<file path="src/rtl/ppu_mem_pkg.sv">
// Shared types and constants for the IF/MEM arbiter in front of the ram256x8 macro.
package ppu_mem_pkg;

    localparam int ADDR_W_DEF = 8;
    localparam int DATA_W_DEF = 32;

    typedef enum logic [1:0] {
        IDLE     = 2'd0,
        BUSY_IF  = 2'd1,
        BUSY_MEM = 2'd2
    } arb_state_e;

    localparam logic RW_READ   = 1'b0;
    localparam logic RW_WRITE  = 1'b1;
    localparam logic SIZE_BYTE = 1'b0;
    localparam logic SIZE_WORD = 1'b1;

endpackage

</file>
<file path="src/rtl/ppu_mem_arbiter_lat.sv">
// Access-latency counter: loaded at each grant, counts down, flags the final BUSY cycle.
module arb_lat_counter #(
    parameter int MEM_LAT = 1
) (
    input  logic clk,
    input  logic rst_n,
    input  logic load_i,
    output logic last_o
);

    localparam logic [2:0] LOAD_VAL = 3'(MEM_LAT - 1);

    logic [2:0] cnt_q, cnt_d;

    always_comb begin
        cnt_d = cnt_q;
        if (load_i) begin
            cnt_d = LOAD_VAL;
        end else if (cnt_q != 3'd0) begin
            cnt_d = cnt_q - 3'd1;
        end
    end

    always_ff @(posedge clk or negedge rst_n) begin
        if (!rst_n) begin
            cnt_q <= 3'd0;
        end else begin
            cnt_q <= cnt_d;
        end
    end

    // Zero both in the last BUSY cycle and while idle, so idle arbitration needs no extra term.
    assign last_o = (cnt_q == 3'd0);

endmodule

</file>
<file path="src/rtl/ppu_mem_arbiter.sv">
// Arbitrates one single-ported RAM between IF (word reads) and MEM (byte/word load/store).
// Optional grant/conflict statistics counters are built when PPU_ARB_STATS_EN is defined.
module ppu_mem_arbiter
    import ppu_mem_pkg::*;
#(
    parameter int ADDR_W     = ADDR_W_DEF,
    parameter int DATA_W     = DATA_W_DEF,
    parameter int MEM_LAT    = 1,
    parameter int STARVE_MAX = 3
) (
    input  logic              clk,
    input  logic              R,
    input  logic              if_req,
    input  logic [ADDR_W-1:0] if_addr,
    output logic [DATA_W-1:0] if_rdata,
    output logic              if_ack,
    input  logic              mem_req,
    input  logic              mem_rw,
    input  logic              mem_size,
    input  logic [ADDR_W-1:0] mem_addr,
    input  logic [DATA_W-1:0] mem_wdata,
    output logic [DATA_W-1:0] mem_rdata,
    output logic              mem_ack,
    output logic              stall_if,
    output logic              stall_mem,
    output logic              ram_E,
    output logic              ram_RW,
    output logic              ram_Size,
    output logic [ADDR_W-1:0] ram_A,
    output logic [DATA_W-1:0] ram_DI,
    input  logic [DATA_W-1:0] ram_DO
`ifdef PPU_ARB_STATS_EN
    ,
    output logic [15:0]       if_grant_cnt,
    output logic [15:0]       mem_grant_cnt,
    output logic [15:0]       conflict_cnt
`endif
);

    localparam logic [2:0] STARVE_LIM = 3'(STARVE_MAX);

    arb_state_e        state_q, state_d;
    logic [2:0]        starve_q, starve_d;
    logic              if_ack_q, if_ack_d, mem_ack_q, mem_ack_d;
    logic [DATA_W-1:0] if_rdata_q, if_rdata_d, mem_rdata_q, mem_rdata_d;
    logic              rw_q, rw_d, size_q, size_d;
    logic [ADDR_W-1:0] addr_q, addr_d;
    logic [DATA_W-1:0] wdata_q, wdata_d;

    logic last, arb, cand_if, cand_mem, grant_if, grant_mem, conflict;

    arb_lat_counter #(.MEM_LAT(MEM_LAT)) u_lat (
        .clk    (clk),
        .rst_n  (R),
        .load_i (grant_if | grant_mem),
        .last_o (last)
    );

    // The requester finishing at this edge is not a candidate, so a held request cannot re-win instantly.
    always_comb begin
        arb       = (state_q == IDLE) || last;
        cand_if   = if_req  && (state_q != BUSY_IF);
        cand_mem  = mem_req && (state_q != BUSY_MEM);
        grant_if  = arb && cand_if && (!cand_mem || (starve_q == STARVE_LIM));
        grant_mem = arb && cand_mem && !grant_if;
        conflict  = arb && cand_if && cand_mem;
    end

    always_comb begin
        state_d     = state_q;
        starve_d    = starve_q;
        if_ack_d    = 1'b0;
        mem_ack_d   = 1'b0;
        if_rdata_d  = if_rdata_q;
        mem_rdata_d = mem_rdata_q;
        rw_d        = rw_q;
        size_d      = size_q;
        addr_d      = addr_q;
        wdata_d     = wdata_q;

        if ((state_q != IDLE) && last) begin
            if (state_q == BUSY_IF) begin
                if_ack_d   = 1'b1;
                if_rdata_d = ram_DO;
            end else begin
                mem_ack_d = 1'b1;
                if (rw_q == RW_READ) begin
                    mem_rdata_d = ram_DO;
                end
            end
        end

        // Fetches carry no store data; zero keeps ram_DI deterministic during IF reads.
        if (arb) begin
            if (grant_if) begin
                state_d  = BUSY_IF;
                starve_d = 3'd0;
                addr_d   = if_addr;
                rw_d     = RW_READ;
                size_d   = SIZE_WORD;
                wdata_d  = '0;
            end else if (grant_mem) begin
                state_d = BUSY_MEM;
                addr_d  = mem_addr;
                rw_d    = mem_rw;
                size_d  = mem_size;
                wdata_d = mem_wdata;
                if (cand_if && (starve_q != STARVE_LIM)) begin
                    starve_d = starve_q + 3'd1;
                end
            end else begin
                state_d = IDLE;
            end
        end
    end

    always_ff @(posedge clk or negedge R) begin
        if (!R) begin
            state_q     <= IDLE;
            starve_q    <= 3'd0;
            if_ack_q    <= 1'b0;
            mem_ack_q   <= 1'b0;
            if_rdata_q  <= '0;
            mem_rdata_q <= '0;
            rw_q        <= 1'b0;
            size_q      <= 1'b0;
            addr_q      <= '0;
            wdata_q     <= '0;
        end else begin
            state_q     <= state_d;
            starve_q    <= starve_d;
            if_ack_q    <= if_ack_d;
            mem_ack_q   <= mem_ack_d;
            if_rdata_q  <= if_rdata_d;
            mem_rdata_q <= mem_rdata_d;
            rw_q        <= rw_d;
            size_q      <= size_d;
            addr_q      <= addr_d;
            wdata_q     <= wdata_d;
        end
    end

    assign if_ack    = if_ack_q;
    assign mem_ack   = mem_ack_q;
    assign if_rdata  = if_rdata_q;
    assign mem_rdata = mem_rdata_q;
    assign stall_if  = if_req  & ~if_ack_q;
    assign stall_mem = mem_req & ~mem_ack_q;
    assign ram_E     = (state_q != IDLE);
    assign ram_RW    = rw_q;
    assign ram_Size  = size_q;
    assign ram_A     = addr_q;
    assign ram_DI    = wdata_q;

`ifdef PPU_ARB_STATS_EN
    logic [15:0] if_cnt_q, if_cnt_d, mem_cnt_q, mem_cnt_d, conf_cnt_q, conf_cnt_d;

    always_comb begin
        if_cnt_d   = if_cnt_q;
        mem_cnt_d  = mem_cnt_q;
        conf_cnt_d = conf_cnt_q;
        if (grant_if && (if_cnt_q != 16'hFFFF)) begin
            if_cnt_d = if_cnt_q + 16'd1;
        end
        if (grant_mem && (mem_cnt_q != 16'hFFFF)) begin
            mem_cnt_d = mem_cnt_q + 16'd1;
        end
        if (conflict && (conf_cnt_q != 16'hFFFF)) begin
            conf_cnt_d = conf_cnt_q + 16'd1;
        end
    end

    always_ff @(posedge clk or negedge R) begin
        if (!R) begin
            if_cnt_q   <= 16'd0;
            mem_cnt_q  <= 16'd0;
            conf_cnt_q <= 16'd0;
        end else begin
            if_cnt_q   <= if_cnt_d;
            mem_cnt_q  <= mem_cnt_d;
            conf_cnt_q <= conf_cnt_d;
        end
    end

    assign if_grant_cnt  = if_cnt_q;
    assign mem_grant_cnt = mem_cnt_q;
    assign conflict_cnt  = conf_cnt_q;
`endif

endmodule
</file>
<file path="config.mk">
export PLATFORM = sky130hd
export DESIGN_NAME = ppu_mem_arbiter
export DESIGN_NICKNAME = d
export VERILOG_FILES = /design/src/rtl/ppu_mem_pkg.sv /design/src/rtl/ppu_mem_arbiter_lat.sv /design/src/rtl/ppu_mem_arbiter.sv
export SDC_FILE = /design/constraint.sdc
export NUM_CORES = 1
export LEC_CHECK = 0
export BUFFER_PORTS_ARGS = -buffer_cell sky130_fd_sc_hd__buf_2
export CORE_UTILIZATION = 30
export CTS_BUF_LIST = sky130_fd_sc_hd__clkbuf_4 sky130_fd_sc_hd__clkbuf_8 sky130_fd_sc_hd__clkbuf_16
export CTS_CLUSTER_SIZE = 10
export DETAILED_ROUTE_END_ITERATION = 10
export GPL_TIMING_DRIVEN = 0
export PLACE_DENSITY = 0.58
export RECOVER_POWER = 100
export SYNTH_ARGS = -nofsm -noshare
export SYNTH_HDL_FRONTEND = slang
export SYNTH_HIERARCHICAL = 1
export SYNTH_SLANG_ARGS = --single-unit
</file>
<file path="constraint.sdc">
create_clock -name clk -period 2.27 [get_ports clk]
set_input_delay 0.1135 -clock clk [delete_from_list [all_inputs] [get_ports clk]]
set_output_delay 0.1135 -clock clk [all_outputs]
set_load 0.02 [all_outputs]
</file>
==> impl_metrics.json <==
{
  "crit_path_top_delay_cell": "dfrtp_1",
  "fin_nets": 694,
  "ctsHtreeMaxLevel": 4,
  "drv_cap": 0,
  "clkTransAtPathRegs_ns": 0.05,
  "synth-edff-count": 0,
  "worstPathArrival_ns": 2.42,
  "die_w_um": 125,
  "crit_cells": 9,
  "rr_startpoint": "u_lat/cnt_q[0]",
  "drv_slew": 0,
  "cp.required_ns": 2.58,
  "crit_type": "flip-flop to flip-flop",
  "start_kind": "flip-flop",
  "grt_pass1_vias": 4005,
  "cts_setup_buffers": 0,
  "wire_per_inst_um": 15.3,
  "synth_top_cell_area_share": 0.635,
  "critPathBufInv": 4,
  "syn_area_per_cell_um2": 14.7,
  "drtAntennaViolNets": 0,
  "utilization": 0.483,
  "switching_share": 0.380,
  "fin_skew_ns": 0.00920,
  "rsz0062_at_grt": "false",
  "synthArstFlopShare": 1.00,
  "p_leak_nw": 3.22,
  "grt_antenna_before_repair": 0,
  "crit_end": "u_lat/cnt_q[1]",
  "clock_power_share": 0.266,
  "multi_input_area_um2": 1500,
  "path_delay_family": "buffers and inverters",
  "synth_area_leaders": "dfrtp_1 (63%), mux2_2 (16%), a22o_1 (6.5%)",
  "synth_top_area_cell": "dfrtp_1",
  "place_congestion": 0.762,
  "totalWireLength_um": 12200,
  "path_cells": "inv_1, ha_1, nor2b_2, buf_2, a21oi_2, inv_2, buf_6, nand4bb_1, o31ai_1",
  "clkLatencyLatePin_ns": 0.42,
  "endpoint_kind": "flip-flop",
  "drive_gt1_frac": 0.337,
  "dpl.cell_count": 692,
  "internal_power_mw": 6.88,
  "cts_sinks": 116,
  "stdcell_area_um2": 7100,
  "rows": 44,
  "nFillCells": 1361,
  "grt_overflow": 0,
  "ys.flop_type": "dfrtp_1",
  "worst_slack_ns": 0.157,
  "r2r-end": "u_lat/cnt_q[1]",
  "yosysWarnings": 6,
  "peakVddDrop_mv": 0.667,
  "place_hpwl_um": 8240,
  "violations": "DRC",
  "fmax_mhz": 473,
  "root_buffer": "clkbuf_16",
  "post-place-ws_ns": -0.0576,
  "place_area_um2": 5820,
  "rrSetupSlack_ns": 0.16,
  "synthTopCellsByCount": "dfrtp_1 (116), mux2_2 (64), a22o_1 (34), nor2_1 (13), buf_2 (9)",
  "slowest_delay_ns": 0.36,
  "yosysMostFrequentCell": "dfrtp_1",
  "drc": 11,
  "dieArea_um2": 15700,
  "netlist-cell-type-count": 33,
  "power.density_nw_per_um2": 1570,
  "setup_tns_ns": 0,
  "relSlewSlack": 0.335,
  "min_path_type": "primary input to flip-flop",
  "numCtsBuffers": 17,
  "vias_per_cell": 4.63,
  "reg2regPathDepth": 9,
  "min_period_over_period": 0.931,
  "synthCells": 311,
  "clockBufferDepth": 2,
  "cp_max_fo": 14,
  "fp.dieH_um": 125,
  "critPathLaunch": "u_lat/cnt_q[0]",
  "fp.coreArea_um2": 14700,
  "grt_pass1_wl_um": 20000,
  "num_vias": 3712,
  "fin_cells": 801,
  "finalHoldViolCount": 0,
  "synth_nets": 401,
  "io-pin-count": 197,
  "tritoncts": "yes",
  "detail_route.iter0.violations": 195,
  "synth.cell_area_um2": 4570,
  "status": "finished with violations",
  "tightest_slew_ns": 0.997,
  "numPortBuffers": 196,
  "p_seq_frac": 0.322,
  "grt_max_degree": 79,
  "p_sw_mw": 4.23,
  "ys_ff_latch": 116,
  "grt_usage": 0.165,
  "dr.pass1.iters": 9,
  "combPwrFrac": 0.412,
  "ys_seq_area_frac": 0.635,
  "area_growth_pct": 55.1,
  "floorplan.initialDensity": 0.311,
  "antennaDiodeCount": 0,
  "seq_area_um2": 2900,
  "finalSetupViolCount": 0,
  "min_period_ns": 2.11
}
area by class of cell:
type	instances	area share
plain buffers	18	0.0173
inverters	8	0.00423
clock inverters	12	0.0284
clock buffers	20	0.0649
repair buffers	275	0.233
multi-input cells	168	0.211
well taps	184	0.0324
flip-flops and latches	116	0.409
how the worst min path moves through the flow:
stage                              from      endpoint  slack (ns)  depth (start not counted)
after global placement    mem_wdata[26]    ram_DI[26]        0.33                          2
after global routing         if_addr[3]      ram_A[3]        0.02                          3
after CTS                   mem_addr[5]      ram_A[5]       0.003                          3
after detailed placement              R  mem_rdata[9]        0.04                          1
after floorplan                       R        if_ack       -0.18                          0
final                       mem_addr[2]      ram_A[2]        0.02                          3
cells by family after synthesis:
kind of cell,count (synthesis),synth area share
fa+ha+maj,4,0.0109
simple gates,34,0.0383
flops,116,0.635
compound gates,57,0.105
mux,73,0.178
buf+inv,27,0.0336
flip-flops by register name, summed over array words and instances, names as in the netlist:
register and flops:
if_ack 1, if_rdata 32, mem_ack 1, mem_rdata 32
ram_A 8, ram_DI 32, ram_RW 1, ram_Size 1
starve_q 3, state_q 2, u_lat/cnt_q 3
worst register-to-register path, stage by stage (launching register included):
cell       delay [ns]
dfrtp_1          0.36
inv_1            0.07
ha_1             0.22
nor2b_2          0.18
buf_2            0.16
a21oi_2          0.34
inv_2            0.18
buf_6            0.20
nand4bb_1        0.20
o31ai_1          0.10
cells in the final DEF (no fill, tap or decap), types with 3 or more instances in the layout:
cell and instances:
bufinv_16 5, buf_2 88, nor2_1 13, a22o_1 34, clkbuf_16 17, a21oi_1 5
mux2i_1 8, dfrtp_1 116, buf_4 4, mux2_2 64, clkbuf_2 5, clkbuf_1 113
ha_1 4, dlygate4sd3_1 78, a21oi_2 8, nor2b_1 3, nand2_1 6, inv_1 7
o21ai_0 3, buf_6 4, nand3_1 3
per-stage QoR:
| stage | power (mW) | hold WS, ns |
|---|---|---|
| 6_report | 11.1 | 0.0178 |
| 4_1_cts | 11.5 | 0.00293 |
| 3_3_place_gp | 8.21 | 0.333 |
| 3_5_place_dp | 8.37 | 0.0394 |
| 2_1_floorplan | 6.73 | -0.182 |
| 5_1_grt | 11.8 | 0.0195 |
routing by layer:
layer	track usage	share of wire	vias up
met3	0.0522	0.051	34
met5	0	0	-
met2	0.291	0.52	131
met4	0.0854	0.030	0
met1	0.177	0.40	1844
li1	-	-	1703
power groups by stage:
stage / clock network [mW] / logic (mW) / registers (mW)
after detailed placement: 0 / 4.79 / 3.58
final: 2.96 / 4.58 / 3.57
after floorplan: 0 / 2.05 / 4.68
after global routing: 3.12 / 4.94 / 3.72
after CTS: 3.02 / 4.93 / 3.55
after global placement: 0 / 4.69 / 3.52
what timing repair did:
item                                    CTS  global route
endpoints found under the setup margin   30            30
hold buffers                             78             0
hold endpoints to repair                143             0
resized for setup                         3             0
Power figures use the tool's default switching activity.
